File: src/rtl/spi_flash_chip_erase_pkg.sv
// Shared types and constants for the one-shot SPI-flash chip-erase sequencer.
`timescale 1ns/1ps
package spi_ce_pkg;

   typedef enum logic [2:0] {WAIT, WREN, GAP, ERASE, DONE} state_t;
   typedef enum logic [1:0] {TX_IDLE, TX_LEAD, TX_BITS, TX_LAG} tx_phase_t;

   localparam logic [7:0] OPC_WREN = 8'h06;
   localparam logic [7:0] OPC_CE   = 8'hC7;

   localparam int CLK_DIV_DEF    = 4;
   localparam int START_WAIT_DEF = 10;
   localparam int CS_LEAD_DEF    = 4;
   localparam int CS_LAG_DEF     = 4;
   localparam int CS_GAP_DEF     = 5;

   // flash tPUW: 1 ms at 50 MHz
   localparam int PWRUP_CYCLES = 50_000;

   // bits needed for a counter that runs 0 .. n-1
   function automatic int cnt_width(input int n);
      return (n < 2) ? 1 : $clog2(n);
   endfunction

endpackage

File: src/rtl/spi_flash_chip_erase_if.sv
// Flash pin bundle driven by the chip-erase sequencer.
`timescale 1ns/1ps
interface spi_flash_chip_erase_if;
   logic spi_clk;
   logic cs;
   logic spi_mosi;

   modport master (output spi_clk, output cs, output spi_mosi);
   modport slave  (input  spi_clk, input  cs, input  spi_mosi);
endinterface

File: src/rtl/spi_flash_chip_erase_byte_tx.sv
// Single-opcode SPI mode-0 frame generator: CS lead, 8 MSB-first bits, CS lag.
// phase   | meaning
// TX_IDLE | cs high, spi_clk low, mosi low, waiting for start
// TX_LEAD | cs low, spi_clk low, mosi = bit 7
// TX_BITS | shifting out bits, spi_clk high in second half of each bit
// TX_LAG  | cs low, spi_clk low; cs rises on the clock after the last lag clock
`timescale 1ns/1ps
module spi_ce_byte_tx
   import spi_ce_pkg::*;
#(
   parameter int CLK_DIV = CLK_DIV_DEF,
   parameter int CS_LEAD = CS_LEAD_DEF,
   parameter int CS_LAG  = CS_LAG_DEF
) (
   input  logic       clk,
   input  logic       rst_n,
   input  logic       start,
   input  logic [7:0] tx_byte,
   output logic       busy,
   output logic       last,
   output logic       cs,
   output logic       spi_clk,
   output logic       mosi
);

   localparam int TMR_MAX = (CS_LEAD > CLK_DIV) ? ((CS_LEAD > CS_LAG) ? CS_LEAD : CS_LAG)
                                                : ((CLK_DIV > CS_LAG) ? CLK_DIV : CS_LAG);
   localparam int TMR_W = cnt_width(TMR_MAX);

   localparam logic [TMR_W-1:0] LEAD_LD = TMR_W'(CS_LEAD - 1);
   localparam logic [TMR_W-1:0] DIV_LD  = TMR_W'(CLK_DIV - 1);
   localparam logic [TMR_W-1:0] LAG_LD  = TMR_W'(CS_LAG - 1);
   localparam logic [TMR_W-1:0] HALF    = TMR_W'(CLK_DIV / 2);

   tx_phase_t        phase_q, phase_d;
   logic [TMR_W-1:0] tmr_q, tmr_d, tmr_dec;
   logic [2:0]       bit_q, bit_d;
   logic [7:0]       sh_q, sh_d;
   logic             cs_q, cs_d;
   logic             sclk_q, sclk_d;
   logic             mosi_q, mosi_d;

   always_ff @(posedge clk or negedge rst_n) begin
      if (!rst_n) begin
         phase_q <= TX_IDLE;
         tmr_q   <= '0;
         bit_q   <= '0;
         sh_q    <= '0;
         cs_q    <= 1'b1;
         sclk_q  <= 1'b0;
         mosi_q  <= 1'b0;
      end else begin
         phase_q <= phase_d;
         tmr_q   <= tmr_d;
         bit_q   <= bit_d;
         sh_q    <= sh_d;
         cs_q    <= cs_d;
         sclk_q  <= sclk_d;
         mosi_q  <= mosi_d;
      end
   end

   always_comb begin
      phase_d = phase_q;
      tmr_d   = tmr_q;
      bit_d   = bit_q;
      sh_d    = sh_q;
      cs_d    = cs_q;
      sclk_d  = sclk_q;
      mosi_d  = mosi_q;
      tmr_dec = tmr_q - TMR_W'(1);
      unique case (phase_q)
         TX_IDLE: begin
            if (start) begin
               phase_d = TX_LEAD;
               tmr_d   = LEAD_LD;
               sh_d    = tx_byte;
               cs_d    = 1'b0;
               sclk_d  = 1'b0;
               mosi_d  = tx_byte[7];
            end
         end
         TX_LEAD: begin
            if (tmr_q == '0) begin
               phase_d = TX_BITS;
               tmr_d   = DIV_LD;
               bit_d   = 3'd7;
               mosi_d  = sh_q[7];
            end else begin
               tmr_d = tmr_dec;
            end
         end
         TX_BITS: begin
            // tmr counts down through the bit; the low half comes first
            if (tmr_q == '0) begin
               sclk_d = 1'b0;
               if (bit_q == '0) begin
                  phase_d = TX_LAG;
                  tmr_d   = LAG_LD;
               end else begin
                  bit_d  = bit_q - 3'd1;
                  sh_d   = {sh_q[6:0], 1'b0};
                  mosi_d = sh_q[6];
                  tmr_d  = DIV_LD;
               end
            end else begin
               tmr_d  = tmr_dec;
               sclk_d = (tmr_dec < HALF);
            end
         end
         TX_LAG: begin
            if (tmr_q == '0) begin
               phase_d = TX_IDLE;
               cs_d    = 1'b1;
               mosi_d  = 1'b0;
            end else begin
               tmr_d = tmr_dec;
            end
         end
         default: phase_d = TX_IDLE;
      endcase
   end

   assign busy    = (phase_q != TX_IDLE);
   assign last    = (phase_q == TX_LAG) && (tmr_q == '0);
   assign cs      = cs_q;
   assign spi_clk = sclk_q;
   assign mosi    = mosi_q;

endmodule

File: src/rtl/spi_flash_chip_erase.sv
// One-shot SPI-flash bulk erase: WREN, CS gap, CHIP ERASE, then idle until reset.
// Build option SPI_CE_PWRUP_WAIT_EN stretches the post-reset wait to the flash power-up time.
// state | meaning
// WAIT  | counting the post-reset wait, pins idle
// WREN  | WRITE ENABLE frame in flight
// GAP   | cs held high between frames
// ERASE | CHIP ERASE frame in flight
// DONE  | finished, pins idle until next reset
`timescale 1ns/1ps
module spi_flash_chip_erase
   import spi_ce_pkg::*;
#(
   parameter int CLK_DIV    = CLK_DIV_DEF,
   parameter int START_WAIT = START_WAIT_DEF,
   parameter int CS_LEAD    = CS_LEAD_DEF,
   parameter int CS_LAG     = CS_LAG_DEF,
   parameter int CS_GAP     = CS_GAP_DEF
) (
   input  logic                   clk,
   input  logic                   rst_n,
   spi_flash_chip_erase_if.master spi
);

`ifdef SPI_CE_PWRUP_WAIT_EN
   localparam int WAIT_LEN = PWRUP_CYCLES;
`else
   localparam int WAIT_LEN = START_WAIT;
`endif

   localparam int CNT_W = cnt_width((WAIT_LEN > CS_GAP) ? WAIT_LEN : CS_GAP);
   localparam logic [CNT_W-1:0] WAIT_LAST = CNT_W'(WAIT_LEN - 1);
   localparam logic [CNT_W-1:0] GAP_LAST  = CNT_W'(CS_GAP - 1);

   state_t           state_q, state_d;
   logic [CNT_W-1:0] cnt_q, cnt_d;
   logic             tx_start;
   logic [7:0]       tx_byte;
   logic             tx_busy;
   logic             tx_last;
   logic             tx_cs;
   logic             tx_sclk;
   logic             tx_mosi;

   always_ff @(posedge clk or negedge rst_n) begin
      if (!rst_n) begin
         state_q <= WAIT;
         cnt_q   <= '0;
      end else begin
         state_q <= state_d;
         cnt_q   <= cnt_d;
      end
   end

   // start is issued in the cycle before cs must fall, so the wait and gap
   // lengths land exactly on the terminal count
   always_comb begin
      state_d  = state_q;
      cnt_d    = cnt_q;
      tx_start = 1'b0;
      tx_byte  = OPC_WREN;
      unique case (state_q)
         WAIT: begin
            if (cnt_q == WAIT_LAST) begin
               if (!tx_busy) begin
                  tx_start = 1'b1;
                  state_d  = WREN;
                  cnt_d    = '0;
               end
            end else begin
               cnt_d = cnt_q + CNT_W'(1);
            end
         end
         WREN: begin
            if (tx_last) begin
               state_d = GAP;
               cnt_d   = '0;
            end
         end
         GAP: begin
            tx_byte = OPC_CE;
            if (cnt_q == GAP_LAST) begin
               if (!tx_busy) begin
                  tx_start = 1'b1;
                  state_d  = ERASE;
                  cnt_d    = '0;
               end
            end else begin
               cnt_d = cnt_q + CNT_W'(1);
            end
         end
         ERASE: begin
            tx_byte = OPC_CE;
            if (tx_last) state_d = DONE;
         end
         DONE: state_d = DONE;
         default: state_d = WAIT;
      endcase
   end

   spi_ce_byte_tx #(
      .CLK_DIV (CLK_DIV),
      .CS_LEAD (CS_LEAD),
      .CS_LAG  (CS_LAG)
   ) u_byte_tx (
      .clk     (clk),
      .rst_n   (rst_n),
      .start   (tx_start),
      .tx_byte (tx_byte),
      .busy    (tx_busy),
      .last    (tx_last),
      .cs      (tx_cs),
      .spi_clk (tx_sclk),
      .mosi    (tx_mosi)
   );

   assign spi.cs       = tx_cs;
   assign spi.spi_clk  = tx_sclk;
   assign spi.spi_mosi = tx_mosi;

endmodule

File: src/flat_wrapper.sv
// flat-port wrapper written by rule: the top's interface ports become plain ports
module spi_flash_chip_erase_flat import spi_ce_pkg::*;
#(
   parameter int CLK_DIV    = CLK_DIV_DEF,
   parameter int START_WAIT = START_WAIT_DEF,
   parameter int CS_LEAD    = CS_LEAD_DEF,
   parameter int CS_LAG     = CS_LAG_DEF,
   parameter int CS_GAP     = CS_GAP_DEF
)
  (clk, rst_n, spi_spi_clk, spi_cs, spi_spi_mosi);
  spi_flash_chip_erase_if spi_i ();
  input  logic clk;
  input  logic rst_n;
  output wire logic [$bits(spi_i.spi_clk)-1:0] spi_spi_clk;
  output wire logic [$bits(spi_i.cs)-1:0] spi_cs;
  output wire logic [$bits(spi_i.spi_mosi)-1:0] spi_spi_mosi;
  assign spi_spi_clk = spi_i.spi_clk;
  assign spi_cs = spi_i.cs;
  assign spi_spi_mosi = spi_i.spi_mosi;
  spi_flash_chip_erase #(.CLK_DIV(CLK_DIV), .START_WAIT(START_WAIT), .CS_LEAD(CS_LEAD), .CS_LAG(CS_LAG), .CS_GAP(CS_GAP)) u_core (.clk(clk), .rst_n(rst_n), .spi(spi_i));
endmodule
File: config.mk
export PLATFORM = sky130hd
export DESIGN_NAME = spi_flash_chip_erase_flat
export DESIGN_NICKNAME = d
export VERILOG_FILES = /design/src/rtl/spi_flash_chip_erase_pkg.sv /design/src/rtl/spi_flash_chip_erase_if.sv /design/src/rtl/spi_flash_chip_erase_byte_tx.sv /design/src/rtl/spi_flash_chip_erase.sv /design/src/flat_wrapper.sv
export SDC_FILE = /design/constraint.sdc
export NUM_CORES = 1
export LEC_CHECK = 0
export ABC_AREA = 0
export BUFFER_PORTS_ARGS = -buffer_cell sky130_fd_sc_hd__buf_2
export CELL_PAD_IN_SITES_DETAIL_PLACEMENT = 0
export CELL_PAD_IN_SITES_GLOBAL_PLACEMENT = 1
export CORE_ASPECT_RATIO = 1.4
export CORE_MARGIN = 1
export CORE_UTILIZATION = 44
export CTS_BUF_LIST = sky130_fd_sc_hd__clkbuf_8 sky130_fd_sc_hd__clkbuf_16
export CTS_CLUSTER_DIAMETER = 80
export DETAILED_ROUTE_END_ITERATION = 6
export GPL_ROUTABILITY_DRIVEN = 0
export HOLD_SLACK_MARGIN = 0.03
export PLACE_DENSITY_LB_ADDON = 0.3
export SYNTH_ARGS = -nofsm -noshare
export SYNTH_HDL_FRONTEND = slang
export SYNTH_HIERARCHICAL = 1
export SYNTH_SLANG_ARGS = --single-unit
File: constraint.sdc
create_clock -name clk -period 2.1 [get_ports clk]
set_clock_uncertainty 0.2 [all_clocks]
set_input_delay 0.315 -clock clk [delete_from_list [all_inputs] [get_ports clk]]
set_output_delay 0.315 -clock clk [all_outputs]
set_load 0.1 [all_outputs]
Yosys cells after proc, flatten, opt, wreduce, memory -nomap -nowiden
Cells that the tools add are included.

Order comparisons: 1. Add/sub/neg operators: 3. Eq/ne operators: 22. Mux-type cells: 46. Reductions and logical operators: 21.

Operators by type and width (count): $mux W8 (4); $mux W3 (9); $mux W2 (8); $mux W4 (4); $ne A2 B2 Y1 const B (8); $pmux W8 S2 (1); $pmux W3 S5 (1); $pmux W4 S3 (1); $mux W1 (11); $ne A2 B1 Y1 const B (5); $reduce_and A5 Y1 (2); $pmux W2 S4 (1); $reduce_and A4 Y1 (2); $reduce_bool A2 Y1 (4); $eq A3 B2 Y1 const B (2); $logic_not A3 Y1 (2); $pmux W1 S2 (3); $pmux W2 S3 (1); $pmux W3 S2 (1); $reduce_and A2 Y1 (3); $reduce_and A6 Y1 (1); $add A4 B1 Y4 const B (1); $eq A2 B2 Y1 const B (2); $eq A4 B3 Y1 const B (1); other kinds (13) (15).

Input bits: 2. Output and inout port bits: 3. Register bits after elaboration: 25. Word-level logic and storage cells: 102.

Longest topological paths before layout
Gate-level depths: netlist of the first run.

Word-level depth: 6. Gate-level depth with buffers: 9. Gate-level depth less buffers: 9.

Modules after synthesis
Netlist of the first run, hierarchy kept.

Modules (own cells, without submodules): spi_ce_byte_tx (cells an instance 94, area an instance 1047.3 µm², instances 1, sequential area each 451.7 µm²); spi_flash_chip_erase (cells an instance 54, area an instance 513.0 µm², instances 1, sequential area each 175.2 µm²).

Worst setup path before layout of the first run
OpenSTA, ideal clock, no wires.

Kind: flip-flop to flip-flop. Start point: register u_core.u_byte_tx.phase_q[0]. End point: register u_core.u_byte_tx.sh_q[1]. Required time: 1775 ps. Period minus slack after synthesis: 2334 ps. Buffers on the path: 1. Cell stages (with the launch flop): 10. Data arrival time: 2009 ps. Path slack: -234 ps. Library setup time: 125 ps. Cell sequence: dfrtp_1 > inv_1 > ha_1 > buf_6 > inv_1 > nor4_2 > nand2b_2 > o21ai_1 > a21oi_4 > mux2_2.

Word-level cells in the longest chain between the ends: 6. Elaborated cells on any way between the ends: 13. Those cells by class: eq/ne: 4; mux: 5; reduce/logical: 4.

Ends and longest elaborated chain: start, declared (line spi_flash_chip_erase_byte_tx.sv:35) `tx_phase_t phase_q, phase_d;`; start signal, assigned (line spi_flash_chip_erase_byte_tx.sv:53) `phase_q <= phase_d;`; $reduce_bool A2 Y1 * (line spi_flash_chip_erase_byte_tx.sv:124) `assign busy = (phase_q != TX_IDLE);`; net u_core.tx_busy (line spi_flash_chip_erase.sv:38) `logic tx_busy;`; $mux W1 * (line spi_flash_chip_erase.sv:64, spi_flash_chip_erase.sv:82); $mux W1 (on tied branches) (line spi_flash_chip_erase.sv:81, spi_flash_chip_erase.sv:63); $pmux W1 S2 * (line spi_flash_chip_erase.sv:61) `unique case (state_q)`; net u_core.tx_start (line spi_flash_chip_erase.sv:36) `logic tx_start;`; $ne A2 B1 Y1 (no line) *; $reduce_and A4 Y1 (no line) *; end signal, assigned (line spi_flash_chip_erase_byte_tx.sv:48) `sh_q <= '0;`; end signal, assigned (line spi_flash_chip_erase_byte_tx.sv:56) `sh_q <= sh_d;`; end, declared (line spi_flash_chip_erase_byte_tx.sv:38) `logic [7:0] sh_q, sh_d;`.

The timed path passes the listed nets; every way through them passes the cells marked *. A chain may end at the register's enable or synchronous reset.

Worst setup path in the final report of the first run
Start point: register u_core.cnt_q[0]. End point: register u_core.u_byte_tx.sh_q[3].

Word-level cells in the longest chain between the ends: 5. Elaborated cells on any way between the ends: 7. Those cells by class: eq/ne: 3; mux: 3; reduce/logical: 1.

Ends and longest elaborated chain: start, declared (line spi_flash_chip_erase.sv:35) `logic [CNT_W-1:0] cnt_q, cnt_d;`; start signal, assigned (line spi_flash_chip_erase.sv:50) `cnt_q <= cnt_d;`; $eq A4 B3 Y1 / $eq A4 B4 Y1 (equally long branches) (line spi_flash_chip_erase.sv:81, spi_flash_chip_erase.sv:63); $mux W1 (on tied branches) (line spi_flash_chip_erase.sv:81, spi_flash_chip_erase.sv:63); $pmux W1 S2 * (line spi_flash_chip_erase.sv:61); net u_core.tx_start (line spi_flash_chip_erase.sv:36); $ne A2 B1 Y1 (no line) *; $reduce_and A4 Y1 (no line) *.

Marked as above.

==> run metrics, run 1 <==
LEAKAGE=a little over 0.9 nW; share of the synthesized area in the top cell type=0.3849; hold violation count in the final report=0; Initial DRT Pass Iterations=4; count of flip-flops with a built-in enable after synthesis=0; reported max-cap violation count=0; combined flip-flop and latch cell area=626.9 um^2; launch point of the worst reg-to-reg path=u_core/cnt_q[0]; clock sink count=25; standard-cell rows=25; areal power density over the cells=402.6 nW/um^2; count of inserted antenna diode cells=0; Fmax=about 430 MHz; GRT Total Usage=0.1959; flip-flop and latch count after synthesis=25; total cell area at the placement stage=1760 um^2; required time of the critical path=2.05 ns; category of the critical setup timing path=reg -> reg; critical path's top delay family=simple AND/OR/NAND/NOR gates; overall die height=72.46 um; CP startpoint kind=flip-flop; final period demand of the worst path=2.314 ns; count of buffers inserted at the top-level ports=4; maximum number of pins on one net before global-route repair=26; layout net count=193; Die W=~52 um; growth of design area from synthesis to finish=23.98%; transition time at the pin with the least slew margin=around 0.57 ns; GRT Residual Overflow=0; Total Die Area=3791 um^2; violations in the final reports=negative setup slack; most used flip-flop cell after synthesis=sky130_fd_sc_hd__dfrtp_1; fraction of layout instances using a drive strength above 1=0.3944; DR WL/cell=14.48 um; I/O pin count=5; CTS tree=built; Hold Path Class=reg -> reg; biggest fanout along the worst timing path=8; Detailed Place HPWL=about 2300 um; vias after detailed routing=1151; clock tree root buffer cell=sky130_fd_sc_hd__clkbuf_8; area of the multi-input gates=933.4 um^2; Cell Chain, Critical Path=inv_2 -> ha_2 -> nand4b_1 -> o21a_1 -> nor4_4 -> nand2b_4 -> o21ai_4 -> a21oi_4 -> mux2_2; DRC Markers=0; number of vias per cell after detailed routing=5.232; slowest cell delay on critical path=0.44 ns; cell type of the slowest stage on the worst timing path=sky130_fd_sc_hd__dfrtp_1; number of antenna violations at the first check in global routing=0; Antenna Violating Nets Remaining=0; final-report setup violation count=10; total number of yosys warnings=6; Synth Cell Area=1560 um^2; clock latency at the later pin of the worst-skew pair=about 0.27 ns; R2R Path End=u_core/u_byte_tx/sh_q[3]; maximum clock insertion buffer count=2; run status=finished, violations left; clock transition at the register clock pins on the worst setup and hold paths after CTS=0.09 ns; average cell area after synthesis=between 10 and 15 um^2; launch point of the critical path=u_core/cnt_q[0]; number of global-route vias before repair=1189; path length in cells of the critical path=9; Hold Crit Start=u_core/u_byte_tx/sh_q[7]; worst slew slack as a fraction of its limit=0.6188; first-pass GRT wire length=around 5600 um; unrepaired setup endpoints after global routing=true; CP Capture Point=u_core/u_byte_tx/sh_q[3]; proportion of synthesized chip area in sequential cells=0.4018; Netlist cell types=between 40 and 50; Post-Route Hold Slack=0.3126 ns; worst supply voltage drop on vdd=0.3708 mV; part of the cycle the worst path needs=1.102; number of clock buffers inserted by TritonCTS=3; first-iteration detailed-routing DRC count=17; count of buffering cells on the critical path with inverters included=1; sum of routed wire length over all layers=between 3000 and 4000 um; share of flip-flops with an asynchronous set or reset=1.000; main area contributors after synthesis=sky130_fd_sc_hd__dfrtp_1 (38%), sky130_fd_sc_hd__mux2_2 (12%), sky130_fd_sc_hd__ha_1 (8.0%), sky130_fd_sc_hd__nor2_1 (2.9%), sky130_fd_sc_hd__inv_1 (2.6%); core box area=about 3400 um^2; final number of max-transition violations=0; CP arrival=2.27 ns; synthesized netlist cell count=roughly 150; Synth area leader=sky130_fd_sc_hd__dfrtp_1; number of cell instances on the worst register-to-register path=9; crit path capture type=flip-flop; Design Area, Final=1934 um^2; post-route setup slack=-0.2144 ns; # fillers=~300; level count of the clock H-tree=1; starting density of the core=0.4619; slack of the worst reg-to-reg path=-0.21 ns
==> through the flow <==
step / setup TNS (ns) / total power, W / setup slack, ns / instances / util
after CTS: -1.932 / 0.0007896 / -0.2142 / 217 / 0.5541
after detailed placement: -1.770 / 0.0005069 / -0.1939 / 208 / 0.5211
final: -1.889 / 0.0007787 / -0.2144 / 220 / 0.5726
after global routing: -3.202 / 0.0008147 / -0.3438 / 220 / 0.5726
after global placement: -1.254 / 0.0005064 / -0.1357 / 208 / 0.5211
after floorplan: -1.206 / 0.0004956 / -0.1428 / 151 / -
==> kinds of logic (layout without fill, tap and decap cells) <==
logic type | Yosys count | count (layout) | synth area share
multiplexers | 18 | 18 | 0.1291
other | 2 | 5 | 0.004813
buffers and inverters | 17 | 46 | 0.06094
adder cells (fa/ha/maj) | 10 | 10 | 0.08019
XOR/XNOR | 3 | 3 | 0.01684
AO/OA/AOI/OAI | 32 | 32 | 0.1452
flip-flops | 25 | 25 | 0.4018
AND/OR/NAND/NOR | 41 | 41 | 0.1612
==> layer usage <==
metal | vias up | track usage | wire, um
li1 | 579 | - | -
met1 | 562 | 0.2394 | 1369
met2 | 8 | 0.3432 | 1755
met3 | 2 | 0.02725 | 36
met4 | 0 | 0.06725 | 24
met5 | - | 0 | 0
==> cell usage after synthesis (2+ instances only) <==
library cell                n
sky130_fd_sc_hd__dfrtp_1   24
sky130_fd_sc_hd__mux2_2    16
sky130_fd_sc_hd__nor2_1    12
sky130_fd_sc_hd__inv_1     11
sky130_fd_sc_hd__ha_1      10
sky130_fd_sc_hd__a21oi_1    7
sky130_fd_sc_hd__nand2_1    6
sky130_fd_sc_hd__o21ai_0    6
sky130_fd_sc_hd__buf_6      3
sky130_fd_sc_hd__nand3_1    3
sky130_fd_sc_hd__nand4b_1   3
sky130_fd_sc_hd__o21ai_1    3
sky130_fd_sc_hd__a22oi_1    2
sky130_fd_sc_hd__a32o_1     2
sky130_fd_sc_hd__buf_4      2
sky130_fd_sc_hd__conb_1     2
sky130_fd_sc_hd__nand2b_1   2
sky130_fd_sc_hd__nor3_1     2
sky130_fd_sc_hd__o21a_1     2
sky130_fd_sc_hd__xor2_1     2
==> state kept, by name, summed over array words and instances (netlist names) <==
signal and count:
u_core/cnt_q 4, u_core/u_byte_tx/sh_q 8, u_core/u_byte_tx/mosi 1, u_core/u_byte_tx/spi_clk 1
u_core/u_byte_tx/tmr_q 2, u_core/u_byte_tx/cs 1, u_core/u_byte_tx/bit_q 3, u_core/state_q 3
u_core/u_byte_tx/phase_q 2
==> power breakdown <==
group          switching [W]   total, W  internal [W]
Combinational      0.0000117  0.0000172    0.00000548
Clock               0.000150   0.000280      0.000131
Sequential                 0   0.000481      0.000481
==> worst min-delay path by stage <==
stage / to / slack, ns / cells past startpoint
floorplan: u_core/cnt_q[0] / -0.18 / 0
global placement: u_core/state_q[1] / 0.14 / 1
detailed placement: u_core/state_q[1] / 0.15 / 1
CTS: u_core/u_byte_tx/cs / 0.31 / 1
global route: u_core/u_byte_tx/mosi / 0.33 / 1
finish: u_core/u_byte_tx/sh_q[7] / 0.31 / 1
==> layout make-up <==
type	instances	area share
inverters	11	0.02135
multi-input cells	109	0.4825
flip-flops and latches	25	0.3241
well taps	40	0.02587
repair buffers	31	0.1229
clock buffers	3	0.02135
clock inverters	1	0.001940
==> placed cells by master (no fill, tap or decap), types with 2 or more instances in the layout <==
cell / count
sky130_fd_sc_hd__inv_1: 9
sky130_fd_sc_hd__nor3_1: 2
sky130_fd_sc_hd__a32o_1: 2
sky130_fd_sc_hd__dfrtp_1: 24
sky130_fd_sc_hd__o21ai_1: 2
sky130_fd_sc_hd__nand4b_1: 3
sky130_fd_sc_hd__o21a_1: 2
sky130_fd_sc_hd__buf_2: 4
sky130_fd_sc_hd__buf_4: 25
sky130_fd_sc_hd__mux2_4: 3
sky130_fd_sc_hd__nand3_1: 3
sky130_fd_sc_hd__xor2_1: 2
sky130_fd_sc_hd__conb_1: 5
sky130_fd_sc_hd__ha_2: 2
sky130_fd_sc_hd__ha_1: 7
sky130_fd_sc_hd__nor2_1: 11
sky130_fd_sc_hd__inv_2: 3
sky130_fd_sc_hd__a21oi_1: 6
sky130_fd_sc_hd__a22oi_1: 2
sky130_fd_sc_hd__o21ai_4: 2
sky130_fd_sc_hd__o21ai_0: 5
sky130_fd_sc_hd__clkbuf_8: 3
sky130_fd_sc_hd__mux2_2: 14
sky130_fd_sc_hd__nand2b_1: 2
sky130_fd_sc_hd__nand2_1: 6
==> what timing repair did <==
item,CTS,global route
pin swaps,0,1
hold endpoints to repair,24,0
endpoints found under the setup margin,10,13
resized for setup,6,12
setup buffers,4,3
hold buffers,1,0
==> worst reg2reg max path, stage by stage (launching register included) <==
cell and delay (ns):
sky130_fd_sc_hd__dfrtp_1 0.44, sky130_fd_sc_hd__inv_2 0.07, sky130_fd_sc_hd__ha_2 0.17, sky130_fd_sc_hd__nand4b_1 0.10
sky130_fd_sc_hd__o21a_1 0.15, sky130_fd_sc_hd__nor4_4 0.18, sky130_fd_sc_hd__nand2b_4 0.21, sky130_fd_sc_hd__o21ai_4 0.07
sky130_fd_sc_hd__a21oi_4 0.26, sky130_fd_sc_hd__mux2_2 0.37
Power figures use the tool's default switching activity.
==> run 2, diff against run 1 <==
- RECOVER_POWER: default -> 50
==> run 2 against run 1 <==
Compared with the run above:
- the flow still finishes with violations (negative setup slack)
- clock power barely moved
- non-clock buffer count did not move
- via count did not move
- largest power group unchanged
- highest routed layer unchanged
- sequential share of layout area did not move
- final area did not move
- combinational power barely moved
- sequential cell count did not move
- global-route usage did not move
- largest cell class unchanged
- utilization did not move
- hold slack did not move
- final cell count did not move
- critical endpoint unchanged
==> run metrics, run 2 (same netlist as run 1, synthesis figures left out) <==
reported max-cap violation count=0 (unchanged); core box area=3378 um^2 (unchanged); layout net count=193 (unchanged); largest registers ranked by flip-flop count=u_core/u_byte_tx/sh_q (8), u_core/cnt_q (4); run status=finished, violations left; maximum clock insertion buffer count=2 (unchanged); CP arrival=2.27 ns (about the same); CTS tree=built; category of the critical setup timing path=reg -> reg; Initial DRT Pass Iterations=4 (unchanged); clock sink count=25 (unchanged); number of antenna violations at the first check in global routing=0 (unchanged); commonest cells after routing, fill and taps aside=sky130_fd_sc_hd__buf_4 (25), sky130_fd_sc_hd__dfrtp_1 (24), sky130_fd_sc_hd__mux2_2 (14); number of global-route vias before repair=1189 (unchanged); first-iteration detailed-routing DRC count=17 (unchanged); I/O pin count=5 (unchanged); vias after detailed routing=1151 (unchanged); required time of the critical path=2.05 ns (about the same); count of buffers inserted at the top-level ports=4 (unchanged); Fmax=432.1 MHz (unchanged); biggest fanout along the worst timing path=8 (unchanged); number of clock buffers inserted by TritonCTS=3 (unchanged); DRC Markers=0 (unchanged); growth of design area from synthesis to finish=23.98% (unchanged); unrepaired setup endpoints after global routing=true; largest reg by FF count=u_core/u_byte_tx/sh_q; violations in the final reports=negative setup slack; starting density of the core=0.4619 (unchanged); clock latency at the later pin of the worst-skew pair=0.27 ns (about the same); number of cell instances on the worst register-to-register path=9 (unchanged); final-report setup violation count=10 (unchanged); Hold Path Class=reg -> reg; fraction of layout instances using a drive strength above 1=0.3944 (unchanged); Total Die Area=3791 um^2 (unchanged); post-placement worst setup slack=-0.1939 ns (unchanged); leading cell type in the layout, fill and taps excluded=sky130_fd_sc_hd__buf_4; Antenna Violating Nets Remaining=0 (unchanged); CP startpoint kind=flip-flop; Worst Hold Path Cells=1 (unchanged); total cell area at the placement stage=1760 um^2 (unchanged); worst slew slack as a fraction of its limit=0.5759 (-0.04287); final period demand of the worst path=2.314 ns (unchanged); Die W=52.33 um (unchanged); max FFs per register=8 (unchanged); Design Area, Final=1934 um^2 (unchanged); number of vias per cell after detailed routing=5.232 (unchanged); LEAKAGE=0.9211 nW (about the same); maximum number of pins on one net before global-route repair=26 (unchanged); clock transition at the register clock pins on the worst setup and hold paths after CTS=0.09 ns (about the same); first-pass GRT wire length=5609 um (unchanged); final number of max-transition violations=0 (unchanged); standard-cell rows=25 (unchanged); overall die height=72.46 um (unchanged); worst supply voltage drop on vdd=0.3708 mV (about the same); clock tree root buffer cell=sky130_fd_sc_hd__clkbuf_8; GRT Residual Overflow=0 (unchanged); sum of routed wire length over all layers=3184 um (about the same); post-route setup slack=-0.2144 ns (unchanged); level count of the clock H-tree=1 (unchanged); DR WL/cell=14.47 um (about the same); transition time at the pin with the least slew margin=0.6362 ns (+0.06430 ns); Detailed Place HPWL=2276 um (unchanged); hold violation count in the final report=0 (unchanged); crit path capture type=flip-flop; part of the cycle the worst path needs=1.102 (unchanged); GRT Total Usage=0.1959 (unchanged); areal power density over the cells=402.6 nW/um^2 (about the same); count of inserted antenna diode cells=0 (unchanged)
## run 2: changes by cell type in the layout (fill, tap and decap cells not counted), sizes merged
cell	previous run	this run
buf	30	29
clkbuf	3	4
## run 2: worst paths after layout
path                            slack [ns]                  endpoint                startpoint
min in group asynchronous             0.39         u_core/state_q[1]                     rst_n
worst max-delay path                 -0.21  u_core/u_byte_tx/sh_q[3]           u_core/cnt_q[0]
worst min register to register        0.31  u_core/u_byte_tx/sh_q[7]  u_core/u_byte_tx/sh_q[7]
worst max register to register       -0.21  u_core/u_byte_tx/sh_q[3]           u_core/cnt_q[0]
worst min-delay path                  0.31  u_core/u_byte_tx/sh_q[7]  u_core/u_byte_tx/sh_q[7]
max in group asynchronous             0.89           u_core/cnt_q[3]                     rst_n
## run 2: timing repair
item | in CTS | in global routing
buffers inserted | 4 | 3
setup endpoints to repair | 10 | 13
hold endpoints to repair | 24 | 0
hold buffers | 1 | 0
cloned | 0 | 0
gates resized for setup | 6 | 12
pin swaps | 0 | 1
## run 2: through the flow
step                utilization  TNS [ns]  hold slack [ns]  power (W)  instances
floorplan                     -    -1.206          -0.1806  0.0004956        151
global placement         0.5211    -1.254           0.1400  0.0005064        208
detailed placement       0.5211    -1.770           0.1500  0.0005069        208
CTS                      0.5541    -1.932           0.3143  0.0007896        217
global route             0.5726    -3.202           0.3326  0.0008147        220
finish                   0.5726    -1.889           0.3126  0.0007787        220
## run 2: area by class of cell
class	count	area [um^2]
timing repair buffer	31	237.7
fill	295	1444
sequential	25	626.9
clock buffer	3	41.29
multi-input combinational	109	933.4
inverter	11	41.29
tap	40	50.05
clock inverter	1	3.754
## run 2: layer usage
| layer | vias to the layer above | wire length [um] | track usage |
|---|---|---|---|
| li1 | 579 | - | - |
| met1 | 562 | 1368 | 0.2394 |
| met2 | 8 | 1755 | 0.3432 |
| met3 | 2 | 36 | 0.02725 |
| met4 | 0 | 24 | 0.06725 |
| met5 | - | 0 | 0 |
## run 2: critical path, cell delays in order (launching register included)
cell	delay [ns]
sky130_fd_sc_hd__dfrtp_1	0.44
sky130_fd_sc_hd__inv_2	0.07
sky130_fd_sc_hd__ha_2	0.17
sky130_fd_sc_hd__nand4b_1	0.10
sky130_fd_sc_hd__o21a_1	0.15
sky130_fd_sc_hd__nor4_4	0.18
sky130_fd_sc_hd__nand2b_4	0.21
sky130_fd_sc_hd__o21ai_4	0.07
sky130_fd_sc_hd__a21oi_4	0.26
sky130_fd_sc_hd__mux2_2	0.37
## run 2: power breakdown
| part | internal [W] | switching [W] |
|---|---|---|
| sequential | 0.000481 | 0 |
| clock | 0.000131 | 0.000150 |
| combinational | 0.00000544 | 0.0000118 |
==> run 3, diff against run 2 <==
- CORE_UTILIZATION: 44 -> 50
- clock period: 2.1 -> 2.8 ns (I/O delays scaled with it)
==> run 3 against run 2 <==
Compared with the run above:
- largest cell class unchanged
- utilization is 0.21 points higher
- wire length is 18% lower
- final cell count is 11% lower
- sequential cell count stayed put
- the flow now finishes without violations
- highest routed layer unchanged
- hold slack worse by 0.0037 ns
- clock power is 24% lower
==> run metrics, run 3 (same netlist as run 1, synthesis figures left out) <==
Fmax=415.5 MHz (-3.8%); first-pass GRT wire length=4595 um (-18%); Die W=49.21 um (-6.0%); CP startpoint kind=flip-flop; GR Util met3=0.02222 (-0.005031); vias after detailed routing=1058 (-8.1%); count of buffering cells on the critical path with inverters included=1 (unchanged); biggest fanout along the worst timing path=8 (unchanged); unrepaired setup endpoints after global routing=false; GRT Residual Overflow=0 (unchanged); Initial DRT Pass Iterations=4 (unchanged); sum of routed wire length over all layers=2598 um (-18%); max FFs per register=8 (unchanged); clock latency at the later pin of the worst-skew pair=0.27 ns (about the same); category of the critical setup timing path=reg -> reg; starting density of the core=0.5368 (+0.07495); reported max-cap violation count=0 (unchanged); GRT met1 Usage=0.2034 (-0.03597); first-iteration detailed-routing DRC count=22 (+5); post-placement worst setup slack=0.4117 ns (+0.6056 ns); crit path capture type=flip-flop; DRC Markers=0 (unchanged); clock sink count=25 (unchanged); core box area=2907 um^2 (-14%); maximum number of pins on one net before global-route repair=26 (unchanged); areal power density over the cells=351.1 nW/um^2 (-13%); run status=completed; overall die height=68.10 um (-6.0%); hold violation count in the final report=0 (unchanged); power consumption=0.0005865 W (-25%); Detailed Place HPWL=1975 um (-13%); Cell Chain, Critical Path=inv_1 -> ha_1 -> nand3b_1 -> o21a_1 -> nor4_2 -> nand2b_2 -> o21ai_1 -> a21oi_4 -> mux2_2; Design Area, Final=1670 um^2 (-14%); total cell area at the placement stage=1614 um^2 (-8.3%); I/O pin count=5 (unchanged); number of antenna violations at the first check in global routing=0 (unchanged); CP arrival=2.36 ns (+0.09 ns); part of the cycle the worst path needs=0.8595 (-0.2427); count of buffers inserted at the top-level ports=4 (unchanged); worst supply voltage drop on vdd=0.3459 mV (-6.7%); clock tree root buffer cell=sky130_fd_sc_hd__clkbuf_8; required time of the critical path=2.75 ns (+0.70 ns); CTS tree=built; clock transition at the register clock pins on the worst setup and hold paths after CTS=0.09 ns (about the same); final period demand of the worst path=2.406 ns (+0.09203 ns); final-report setup violation count=0 (-10); Total Die Area=3351 um^2 (-12%); final number of max-transition violations=0 (unchanged); count of inserted antenna diode cells=0 (unchanged); transition time at the pin with the least slew margin=1.297 ns (+0.6605 ns); commonest cells after routing, fill and taps aside=sky130_fd_sc_hd__dfrtp_1 (24), sky130_fd_sc_hd__mux2_2 (16), sky130_fd_sc_hd__nor2_1 (12); fraction of layout instances using a drive strength above 1=0.2278 (-0.1666); final sum of negative setup slack=0 ns (+1.889 ns); number of clock buffers inserted by TritonCTS=3 (unchanged); leading cell type in the layout, fill and taps excluded=sky130_fd_sc_hd__dfrtp_1; DR WL/cell=13.32 um (-7.9%); layout net count=171 (-11%); number of vias per cell after detailed routing=5.426 (+3.7%); largest registers ranked by flip-flop count=u_core/u_byte_tx/sh_q (8), u_core/cnt_q (4); critical path's top delay family=compound AO/OA/AOI/OAI gates; final cell count without fillers=195 (-11%); Hold Path Class=reg -> reg; GRT Total Usage=0.1818 (-0.01414); LEAKAGE=0.7793 nW (-15%); largest reg by FF count=u_core/u_byte_tx/sh_q; cell count after placement=190 (-8.7%); GR Util met2=0.3339 (-0.009275); cell type of the slowest stage on the worst timing path=sky130_fd_sc_hd__dfrtp_1; growth of design area from synthesis to finish=7.057%; standard-cell rows=23 (-8.0%); Antenna Violating Nets Remaining=0 (unchanged); gr busiest metal=met2; worst slew slack as a fraction of its limit=0.1356 (-0.4403); number of global-route vias before repair=1076 (-9.5%); slowest cell delay on critical path=0.41 ns (-0.03 ns); maximum clock insertion buffer count=2 (unchanged); level count of the clock H-tree=1 (unchanged); post-route setup slack=0.3935 ns (+0.6080 ns)
-- run 3: changes by cell type in the layout (fill, tap and decap cells not counted), sizes merged --
cell and change:
buf -22, clkinvlp +1, inv -1
-- run 3: worst reg2reg max path, cell delays in order (launching register included) --
cell                       delay (ns)
sky130_fd_sc_hd__dfrtp_1         0.41
sky130_fd_sc_hd__inv_1           0.09
sky130_fd_sc_hd__ha_1            0.16
sky130_fd_sc_hd__nand3b_1        0.09
sky130_fd_sc_hd__o21a_1          0.22
sky130_fd_sc_hd__nor4_2          0.17
sky130_fd_sc_hd__nand2b_2        0.19
sky130_fd_sc_hd__o21ai_1         0.12
sky130_fd_sc_hd__a21oi_4         0.26
sky130_fd_sc_hd__mux2_2          0.38
-- run 3: routing by layer --
layer,part of all wire,up-vias
li1,-,542
met1,0.45,499
met2,0.51,11
met3,0.017,6
met4,0.018,0
met5,0,-
-- run 3: final timing paths --
kind	startpoint	endpoint	slack [ns]	cells after the start
setup / recovery	u_core/cnt_q[1]	u_core/u_byte_tx/sh_q[3]	0.39	9
hold / removal	u_core/u_byte_tx/tmr_q[1]	u_core/u_byte_tx/tmr_q[1]	0.31	1
setup reg to reg	u_core/cnt_q[1]	u_core/u_byte_tx/sh_q[3]	0.39	9
hold reg to reg	u_core/u_byte_tx/tmr_q[1]	u_core/u_byte_tx/tmr_q[1]	0.31	1
max in group asynchronous	rst_n	u_core/u_byte_tx/sh_q[2]	0.88	2
min in group asynchronous	rst_n	u_core/u_byte_tx/spi_clk	0.75	2
-- run 3: layout make-up --
type                       instances  area [um^2]
inverter                          11        41.29
timing repair buffer               9        58.81
clock inverter                     1        7.507
tap                               37        46.29
multi-input combinational        109        848.3
clock buffer                       3        41.29
sequential                        25        626.9
fill                             246         1236
-- run 3: power breakdown --
part,total (W),internal [W],switching [W]
Combinational,0.0000120,0.00000385,0.00000815
Sequential,0.000361,0.000361,0
Clock,0.000214,0.000101,0.000113
Total,0.000587,0.000465,0.000121
-- run 3: repair_timing --
action | CTS | global route
endpoints found under the hold margin | 24 | 0
resized for setup | 0 | 0
buffers inserted | 0 | 0
endpoints found under the setup margin | 0 | 0
hold buffers | 1 | 0
-- run 3: through the flow --
| stage | hold slack [ns] | util |
|---|---|---|
| 2_1_floorplan | -0.07559 | - |
| 3_3_place_gp | 0.2366 | 0.5553 |
| 3_5_place_dp | 0.2383 | 0.5553 |
| 4_1_cts | 0.3097 | 0.5755 |
| 5_1_grt | 0.3297 | 0.5747 |
| 6_report | 0.3090 | 0.5747 |
